`config.mk`:
```
export PLATFORM = sky130hd
export DESIGN_NAME = ste_snd_fifo
export DESIGN_NICKNAME = d
export VERILOG_FILES = /design/src/rtl/ste_snd_pkg.sv /design/src/rtl/snd_word_fifo.sv /design/src/rtl/ste_snd_fifo.sv
export SDC_FILE = /design/constraint.sdc
export NUM_CORES = 1
export LEC_CHECK = 0
export BUFFER_PORTS_ARGS = -buffer_cell sky130_fd_sc_hd__buf_4
export CORE_MARGIN = 8
export CORE_UTILIZATION = 50
export CTS_CLUSTER_DIAMETER = 40
export CTS_CLUSTER_SIZE = 28
export DETAILED_ROUTE_END_ITERATION = 10
export PLACE_DENSITY = 0.8
export SLEW_MARGIN = 10
export SYNTH_ARGS = -nofsm -noshare
export SYNTH_HDL_FRONTEND = slang
export SYNTH_SLANG_ARGS = --single-unit
export TNS_END_PERCENT = 30
```
`constraint.sdc`:
```
create_clock -name clk32 -period 2.9 [get_ports clk32]
set_input_delay 0.145 -clock clk32 [delete_from_list [all_inputs] [get_ports clk32]]
set_output_delay 0.145 -clock clk32 [all_outputs]
set_load 0.05 [all_outputs]
```
`src/rtl/ste_snd_pkg.sv`:
```
// Shared constants and types for the DMA sound FIFO.
// Rate encodings, default prescaler divide and sample width.
package ste_snd_pkg;

    localparam logic [1:0] RATE_6K25 = 2'b00;
    localparam logic [1:0] RATE_12K5 = 2'b01;
    localparam logic [1:0] RATE_25K  = 2'b10;
    localparam logic [1:0] RATE_50K  = 2'b11;

    localparam int CLK_DIV_50K_DEF = 640;
    localparam int SAMPLE_W        = 8;
    localparam int WORD_W          = 16;

    typedef enum logic {
        PH_HI = 1'b0,
        PH_LO = 1'b1
    } phase_e;

    // clk32 cycles between sample ticks for a given rate code
    function automatic int unsigned tick_period(
        input int unsigned div50k,
        input logic [1:0]  r
    );
        int unsigned p;
        case (r)
            RATE_6K25: p = div50k * 8;
            RATE_12K5: p = div50k * 4;
            RATE_25K:  p = div50k * 2;
            RATE_50K:  p = div50k;
            default:   p = div50k;
        endcase
        return p;
    endfunction

endpackage

```
`src/rtl/snd_word_fifo.sv`:
```
// Synchronous DEPTH x 16 word FIFO for the sound path.
// A pop in the same cycle frees a slot, so a push at full is accepted.
module snd_word_fifo
    import ste_snd_pkg::*;
#(
    parameter int DEPTH = 4
) (
    input  logic                    clk,
    input  logic                    rst_n,
    input  logic                    clr,
    input  logic                    push,
    input  logic                    pop,
    input  logic [WORD_W-1:0]       wdata,
    output logic [WORD_W-1:0]       rdata,
    output logic [$clog2(DEPTH):0]  count_next,
    output logic                    full,
    output logic                    empty
);

    localparam int AW = $clog2(DEPTH);
    localparam int CW = AW + 1;

    logic [WORD_W-1:0] mem_q [DEPTH];
    logic [AW-1:0]     rptr_q;
    logic [AW-1:0]     rptr_d;
    logic [AW-1:0]     wptr_q;
    logic [AW-1:0]     wptr_d;
    logic [CW-1:0]     count_q;
    logic [CW-1:0]     count_d;
    logic              do_push;
    logic              do_pop;

    // Pop is resolved before push; clear overrides both
    always_comb begin
        do_pop  = pop & (count_q != '0) & ~clr;
        do_push = push & ((count_q != CW'(DEPTH)) | do_pop) & ~clr;
        rptr_d  = rptr_q;
        wptr_d  = wptr_q;
        count_d = count_q;
        if (clr) begin
            rptr_d  = '0;
            wptr_d  = '0;
            count_d = '0;
        end else begin
            if (do_pop) begin
                rptr_d = rptr_q + AW'(1);
            end
            if (do_push) begin
                wptr_d = wptr_q + AW'(1);
            end
            count_d = count_q + CW'(do_push) - CW'(do_pop);
        end
    end

    // Storage array, written at the tail
    always_ff @(posedge clk) begin
        if (do_push) begin
            mem_q[wptr_q] <= wdata;
        end
    end

    // Pointer and occupancy registers
    always_ff @(posedge clk or negedge rst_n) begin
        if (!rst_n) begin
            rptr_q  <= '0;
            wptr_q  <= '0;
            count_q <= '0;
        end else begin
            rptr_q  <= rptr_d;
            wptr_q  <= wptr_d;
            count_q <= count_d;
        end
    end

    assign rdata      = mem_q[rptr_q];
    assign count_next = count_d;
    assign full       = (count_q == CW'(DEPTH));
    assign empty      = (count_q == '0);

endmodule

```
`src/rtl/ste_snd_fifo.sv`:
```
// DMA sound consumer: requests and buffers words from the MCU,
// replays them as signed 8-bit L/R samples at a programmable rate.
module ste_snd_fifo
    import ste_snd_pkg::*;
#(
    parameter int CLK_DIV_50K = CLK_DIV_50K_DEF,
    parameter int DEPTH       = 4
) (
    input  logic                clk32,
    input  logic                resb,
    input  logic                snd_en,
    input  logic                stereo,
    input  logic [1:0]          rate,
    input  logic [WORD_W-1:0]   din,
    input  logic                sload_n,
    output logic                sreq,
    output logic [SAMPLE_W-1:0] left,
    output logic [SAMPLE_W-1:0] right,
    output logic                sample_stb,
    output logic                underrun,
    output logic                overrun
);

    localparam int CW = $clog2(DEPTH) + 1;
    localparam int PW = $clog2(CLK_DIV_50K * 8);

    logic                sload_prev_q;
    logic                sload_prev_d;
    logic [PW-1:0]       presc_q;
    logic [PW-1:0]       presc_d;
    phase_e              phase_q;
    phase_e              phase_d;
    logic [SAMPLE_W-1:0] left_q;
    logic [SAMPLE_W-1:0] left_d;
    logic [SAMPLE_W-1:0] right_q;
    logic [SAMPLE_W-1:0] right_d;
    logic                stb_q;
    logic                stb_d;
    logic                und_q;
    logic                und_d;
    logic                ovr_q;
    logic                ovr_d;
    logic                sreq_q;
    logic                sreq_d;

    logic                load;
    logic                tick;
    logic                have;
    logic                pop;
    logic                fifo_clr;
    logic                fifo_full;
    logic                fifo_empty;
    logic [WORD_W-1:0]   fifo_rdata;
    logic [CW-1:0]       count_next;
    logic [PW-1:0]       reload;
    logic [SAMPLE_W-1:0] hi_byte;
    logic [SAMPLE_W-1:0] lo_byte;

    assign fifo_clr = ~snd_en;
    assign hi_byte  = fifo_rdata[WORD_W-1 -: SAMPLE_W];
    assign lo_byte  = fifo_rdata[SAMPLE_W-1:0];

    snd_word_fifo #(
        .DEPTH (DEPTH)
    ) u_fifo (
        .clk        (clk32),
        .rst_n      (resb),
        .clr        (fifo_clr),
        .push       (load),
        .pop        (pop),
        .wdata      (din),
        .rdata      (fifo_rdata),
        .count_next (count_next),
        .full       (fifo_full),
        .empty      (fifo_empty)
    );

    // Prescaler reload value for the currently selected rate
    always_comb begin
        reload = PW'(tick_period(CLK_DIV_50K, rate) - 1);
    end

    // Strobe edge detect, tick generation, pop decision, prescaler
    always_comb begin
        sload_prev_d = sload_n;
        load         = snd_en & ~sload_n & sload_prev_q;
        tick         = snd_en & (presc_q == '0);
        have         = ~fifo_empty;
        pop          = 1'b0;
        if (tick && have) begin
            pop = stereo | (phase_q == PH_LO);
        end
        presc_d = presc_q - PW'(1);
        if (!snd_en || tick) begin
            presc_d = reload;
        end
    end

    // Sample output, byte phase and error pulses
    always_comb begin
        left_d  = left_q;
        right_d = right_q;
        phase_d = phase_q;
        stb_d   = 1'b0;
        und_d   = 1'b0;
        ovr_d   = load & fifo_full & ~pop;
        if (tick) begin
            if (!have) begin
                und_d = 1'b1;
            end else if (stereo) begin
                left_d  = hi_byte;
                right_d = lo_byte;
                phase_d = PH_HI;
                stb_d   = 1'b1;
            end else if (phase_q == PH_HI) begin
                left_d  = hi_byte;
                right_d = hi_byte;
                phase_d = PH_LO;
                stb_d   = 1'b1;
            end else begin
                left_d  = lo_byte;
                right_d = lo_byte;
                phase_d = PH_HI;
                stb_d   = 1'b1;
            end
        end
        if (!snd_en) begin
            left_d  = '0;
            right_d = '0;
            phase_d = PH_HI;
        end
    end

    // Request while at least two free slots remain after this cycle
    always_comb begin
        sreq_d = snd_en & (count_next <= CW'(DEPTH - 2));
    end

    // State registers
    always_ff @(posedge clk32 or negedge resb) begin
        if (!resb) begin
            sload_prev_q <= 1'b1;
            presc_q      <= '0;
            phase_q      <= PH_HI;
            left_q       <= '0;
            right_q      <= '0;
            stb_q        <= 1'b0;
            und_q        <= 1'b0;
            ovr_q        <= 1'b0;
            sreq_q       <= 1'b0;
        end else begin
            sload_prev_q <= sload_prev_d;
            presc_q      <= presc_d;
            phase_q      <= phase_d;
            left_q       <= left_d;
            right_q      <= right_d;
            stb_q        <= stb_d;
            und_q        <= und_d;
            ovr_q        <= ovr_d;
            sreq_q       <= sreq_d;
        end
    end

    assign sreq       = sreq_q;
    assign left       = left_q;
    assign right      = right_q;
    assign sample_stb = stb_q;
    assign underrun   = und_q;
    assign overrun    = ovr_q;

endmodule

```
==> metrics, run 1 <==
status=finished clean; Unique masters post-synth=52; Worst Hold Class=in -> reg; CTS sink cnt=106; drt wl/cell=18.91 um; first-pass GRT wire length=14.70 mm; die area=12,590 um^2; top cells by area, synth=edfxtp_1, dfrtp_1, mux4_2, mux2i_1, o2bb2ai_2; Synth Area per Inst=16.07 um^2; Setup TNS=0 ns; fin area=5449 um^2; syn nets=319; root buf cell=clkbuf_8; Hold Vio Cnt, Final=0; DRT Pass-1 Iters=4; r2r startpoint=presc_q[10]; Ys Warns=0; cell taking the most area after synthesis=edfxtp_1; relative max-transition margin=38.40%; Finished Core Util=59.82%; slowest stage cell on the critical path=dfrtp_1; gr ovfl total=0; Main synth FF type=edfxtp_1; vias per inst=5.736; initial antenna violation count=0; fraction of layout cells with a size suffix above 1=27.93%; FMAX=366.8 MHz; share of the synthesized area in the top cell type=41.51%; delay-heaviest family, CP=simple AND/OR/NAND/NOR gates; most frequent cell after synthesis=edfxtp_1; Post-CTS Setup Bufs=0; EDFF count, synth=64; Placer Congestion=0.8020; min cycle time layout=2.726 ns; Vias=2,690; critical path capture point type=register; Initial DRC Count=150; Max VDD drop=350.2 uV; HPWL Detailed=5.850 mm; max incr delay on CP=0.46 ns; vias in the first global route=2,792; FFs w/ async S/R, synth=39.62%; CTS max path bufs=2; clock skew=0.01493 ns; placed cell area=5056 um^2; Setup crit start=presc_q[10]; Hold WS=0.09196 ns; Initial Util=50.82%; post-synthesis cell area=4629 um^2; n_diodes=0; period utilization=94.01%; synth cell count leaders=edfxtp_1, dfrtp_1, mux2i_1; Cells after Synth=288; CP Cell Sequence=nor4_4 > nand4_4 > nor3_1 > ha_1 > inv_1 > ha_1 > inv_1 > fa_1 > xnor2_1 > nor3_1; Final Power=2848 uW; Pleak=0.002149 uW; overall global routing resource usage=14.95%; num rows=35; # setup viols final=0; Die Ht=112.2 um; I/O Buffers=42; Pins Over Slew Limit=0; clk_lat worst skew=0.38 ns; unrepaired setup endpoints after global routing=no; post-route ant nets=0; max-cap viol count=0; Worst-path clk slew=0.11 ns; # H-tree levels=3; Crit Path Max Fanout=8; Final nets=384; die width=112.2 um; IO Pins=43; Num CTS Buffers=9; CTS tree=built; Worst Path Buf+Inv=2; power per cell area=522.7 nW/um^2; CP required=3.18 ns; Seq/Total Area, Yosys=64.24%; hold wc startpoint=rate[1]; worst-margin pin slew=0.9240 ns; WL final=8.867 mm; Synth-to-Final Area Change=17.70%; worst path arrival time=3.01 ns; crit start category=register; Yosys reg bits=106; DR DRC count=0; crit path kind=reg -> reg; core area=9109 um^2; largest net degree at the start of global routing=43
-- what timing repair did --
action	4_1_cts	5_1_grt
hold buffers	18	0
hold endpoints to repair	106	0
gates resized for setup	0	0
setup endpoints to repair	0	0
-- power breakdown --
group,internal [uW],switching [uW],total [uW]
Combinational,102,125,226
Clock,352,573,926
Sequential,1650,50.5,1700
-- logic make-up (layout without fill, tap and decap cells) --
group	count (synthesis)	after routing	synth area share (%)
buffers and inverters	24	94	2.622
muxes	37	37	12.32
DFF	106	106	64.24
adders and majority gates	8	8	2.324
and+or+nand+nor	62	62	7.892
AOI/OAI and AO/OA	44	44	9.270
xor gates and xnor gates	7	7	1.324
-- registers in the layout, indices dropped and copies added, names as in the netlist --
name / count
u_fifo.wptr_q: 2
sload_prev_q: 1
u_fifo.count_q: 3
overrun: 1
presc_q: 13
phase_q: 1
u_fifo.rptr_q: 2
sample_stb: 1
u_fifo.mem_q: 64
left: 8
right: 8
sreq: 1
underrun: 1
-- final timing paths --
path                               endpoint  slack, ns  depth (start not counted)
worst max-delay path                   sreq       0.17                         10
worst max register to register         sreq       0.17                         10
worst min register to register      left[5]       0.51                          1
max in group asynchronous        presc_q[8]       2.22                          2
worst min-delay path            presc_q[12]       0.09                          3
min in group asynchronous          right[1]       0.30                          2
-- stage by stage --
stage	worst slack (ns)	std cells
floorplan	0.2921	288
global placement	0.3217	435
detailed placement	0.1896	435
CTS	0.1642	469
global route	0.04171	469
finish	0.1736	469
-- worst reg2reg max path: stages, from the launching register on --
cell     delay [ns]
dfrtp_1        0.46
nor4_4         0.41
nand4_4        0.22
nor3_1         0.30
ha_1           0.28
inv_1          0.06
ha_1           0.13
inv_1          0.05
fa_1           0.37
xnor2_1        0.15
nor3_1         0.22
-- layout by cell type (no fill, tap or decap), drive strengths merged, types with 2 or more instances in the layout --
cell and count:
o21ai 5, nand2b 4, mux2i 21, xnor2 7, nor4 3, o211ai 2
o311ai 2, ha 7, and2 6, buf 49, clkbuf 9, dfrtp 41
inv 14, nand4 3, o2bb2ai 16, a21o 2, and3 2, mux4 16
clkinv 4, a21oi 3, nor3 7, nand2 15, nor2 16, dlygate4sd3 18
edfxtp 64, o31ai 4
-- cell type report --
| class | count | area, um^2 |
|---|---|---|
| timing repair buffer | 67 | 548.0 |
| tap | 111 | 138.9 |
| sequential | 106 | 2974 |
| clock inverter | 7 | 88.84 |
| multi-input combinational | 158 | 1534 |
| fill | 676 | 3660 |
| inverter | 11 | 41.29 |
| clock buffer | 9 | 123.9 |
-- layer usage --
metal | wire, um | track usage (%) | vias to the layer above | share of wire (%)
met3 | 423 | 4.294 | 11 | 4.8
li1 | - | - | 1235 | -
met4 | 110 | 5.216 | 0 | 1.2
met5 | 0 | 0 | - | 0
met2 | 4443 | 24.29 | 66 | 50
met1 | 3889 | 18.77 | 1378 | 44
No activity file was read; power rests on OpenSTA's default activity.
==> inputs of run 2 (changes only) <==
PLACE_DENSITY = 0.78   (was 0.8)
==> run 2 against run 1 <==
  * Non-clock buffer count stayed put
  * Highest routed layer unchanged
  * Routed wire length is 3.5% higher
  * Clock power is 0.6% higher
  * Critical path type unchanged
  * Largest power group unchanged
  * Sequential power hardly changed
  * Via count is 1.2% lower
  * Critical path depth stayed put
==> metrics, run 2 (synthesized netlist as in run 1, its figures left out) <==
CTS tree=built (unchanged); CP Cell Sequence=nor4_4 > nand4_4 > nor3_2 > ha_1 > inv_1 > ha_1 > inv_1 > fa_1 > xnor2_1 > nor3_1 (was nor4_4 > nand4_4 > nor3_1 > ha_1 > inv_1 > ha_1 > inv_1 > fa_1 > xnor2_1 > nor3_1); worst-margin pin slew=0.9447 ns (was 0.9240 ns); core area=9109 um^2 (unchanged); largest net degree at the start of global routing=43 (unchanged); clock skew=0.01524 ns (was 0.01493 ns); # H-tree levels=3 (unchanged); initial antenna violation count=0 (unchanged); overall global routing resource usage=15.12% (was 14.95%); sequential power share=59.4% (was 59.5%); Initial DRC Count=145 (was 150); max reg flops=64 (unchanged); period utilization=91.62% (was 94.01%); crit start category=register (unchanged); n_diodes=0 (unchanged); Synth-to-Final Area Change=17.81% (was 17.70%); vias per inst=5.667 (was 5.736); fin area=5454 um^2 (was 5449 um^2); power per cell area=523.6 nW/um^2 (was 522.7 nW/um^2); most common cell after layout, fill and taps aside=edfxtp_1 (unchanged); Worst Hold Class=in -> reg (unchanged); max incr delay on CP=0.46 ns (about the same); status=finished clean (unchanged); die width=112.2 um (unchanged); Pins Over Slew Limit=0 (unchanged); first-pass GRT wire length=14.61 mm (was 14.70 mm); Hold Vio Cnt, Final=0 (unchanged); Switching Share=26.38% (was 26.28%); critical path capture point type=register (unchanged); Placer Congestion=0.8241 (was 0.8020); min cycle time layout=2.657 ns (was 2.726 ns); relative max-transition margin=37.02% (was 38.40%); Setup TNS=0 ns (unchanged); placed insts=435 (unchanged); unrepaired setup endpoints after global routing=no (unchanged); Worst Path Buf+Inv=2 (unchanged); switching pwr=753.4 uW (was 748.6 uW); Num CTS Buffers=9 (unchanged); vias in the first global route=2,802 (was 2,792); FMAX=376.4 MHz (was 366.8 MHz); drt wl/cell=19.57 um (was 18.91 um); Clock power frac=32.6% (was 32.5%); CTS max path bufs=2 (unchanged); # setup viols final=0 (unchanged); Vias=2,658 (was 2,690); CTS sink cnt=106 (unchanged); most frequent cells in the layout=edfxtp_1, buf_4, dfrtp_1 (unchanged); Biggest register=u_fifo.mem_q (unchanged); Final Non-Filler Cells=469 (unchanged); Max VDD drop=293.2 uV (was 350.2 uV); DRT Pass-1 Iters=4 (unchanged); Top Registers=u_fifo.mem_q: 64 flops, presc_q: 13 flops (unchanged); placed cell area=5056 um^2 (unchanged); Combinational Power Share=7.9% (about the same); worst path arrival time=2.94 ns (was 3.01 ns); Final nets=384 (unchanged); Final Power=2856 uW (was 2848 uW); fraction of layout cells with a size suffix above 1=28.21% (was 27.93%); Die Ht=112.2 um (unchanged); DR DRC count=0 (unchanged); Initial Util=50.82% (unchanged); I/O Buffers=42 (unchanged); IO Pins=43 (unchanged); root buf cell=clkbuf_8 (unchanged); crit path kind=reg -> reg (unchanged); Worst-path clk slew=0.11 ns (about the same); Pleak=0.002149 uW (about the same); gr ovfl total=0 (unchanged); die area=12,590 um^2 (unchanged); max-cap viol count=0 (unchanged); slowest stage cell on the critical path=dfrtp_1 (unchanged); Internal Power=2102 uW (was 2099 uW); post-route ant nets=0 (unchanged); num rows=35 (unchanged); CP required=3.19 ns (was 3.18 ns); HPWL Detailed=5.917 mm (was 5.850 mm); delay-heaviest family, CP=simple AND/OR/NAND/NOR gates (unchanged); Crit Path Max Fanout=8 (unchanged); clk_lat worst skew=0.38 ns (about the same); WL final=9.177 mm (was 8.867 mm)
==> run 2: cell counts in the layout (fill, tap and decap cells not counted) <==
Identical to the previous run, type by type.
==> run 2: final cells by class <==
| type | count | area [um^2] |
|---|---|---|
| Clock buffer | 9 | 123.9 |
| Fill cell | 694 | 3655 |
| Tap cell | 111 | 138.9 |
| Sequential cell | 106 | 2974 |
| Timing Repair Buffer | 67 | 548.0 |
| Multi-Input combinational cell | 158 | 1539 |
| Clock inverter | 7 | 88.84 |
| Inverter | 11 | 41.29 |
==> run 2: layer usage <==
| metal | GRT usage (%) | up-vias | part of all wire, % |
|---|---|---|---|
| met5 | 0 | - | 0 |
| met4 | 5.665 | 0 | 0.93 |
| met3 | 3.972 | 6 | 4.2 |
| met2 | 25.53 | 61 | 51 |
| met1 | 18.21 | 1362 | 44 |
| li1 | - | 1229 | - |
==> run 2: path summary, 6_finish.rpt <==
| kind | from | end | slack, ns | cells past startpoint |
|---|---|---|---|---|
| max in group asynchronous | resb | sload_prev_q | 2.23 | 2 |
| setup reg to reg | presc_q[10] | sreq | 0.24 | 10 |
| setup / recovery | presc_q[10] | sreq | 0.24 | 10 |
| hold reg to reg | right[0] | right[0] | 0.51 | 1 |
| hold / removal | snd_en | presc_q[3] | 0.09 | 2 |
| min in group asynchronous | resb | left[5] | 0.29 | 2 |
==> run 2: power by group through the flow <==
stage / combinational [uW] / sequential, uW / clock, uW
after global routing: 251 / 1700 / 1000
after floorplan: 125 / 1720 / 0
after detailed placement: 208 / 1730 / 0
after global placement: 200 / 1720 / 0
final: 227 / 1700 / 932
after CTS: 228 / 1700 / 951
==> run 2: what timing repair did <==
item	4_1_cts	5_1_grt
endpoints found under the hold margin	106	0
hold buffers	18	0
gates resized for setup	0	1
buffers inserted	0	0
setup endpoints to repair	0	2
==> run 2: metrics by stage <==
step / hold WS, ns / setup slack (ns) / utilization, %
3_5_place_dp: 0.1725 / 0.1772 / 55.51
6_report: 0.09314 / 0.2431 / 59.88
2_1_floorplan: -0.1506 / 0.2921 / -
5_1_grt: 0.08996 / 0.08342 / 59.88
4_1_cts: 0.07291 / 0.1511 / 59.82
3_3_place_gp: 0.1704 / 0.2948 / 55.51
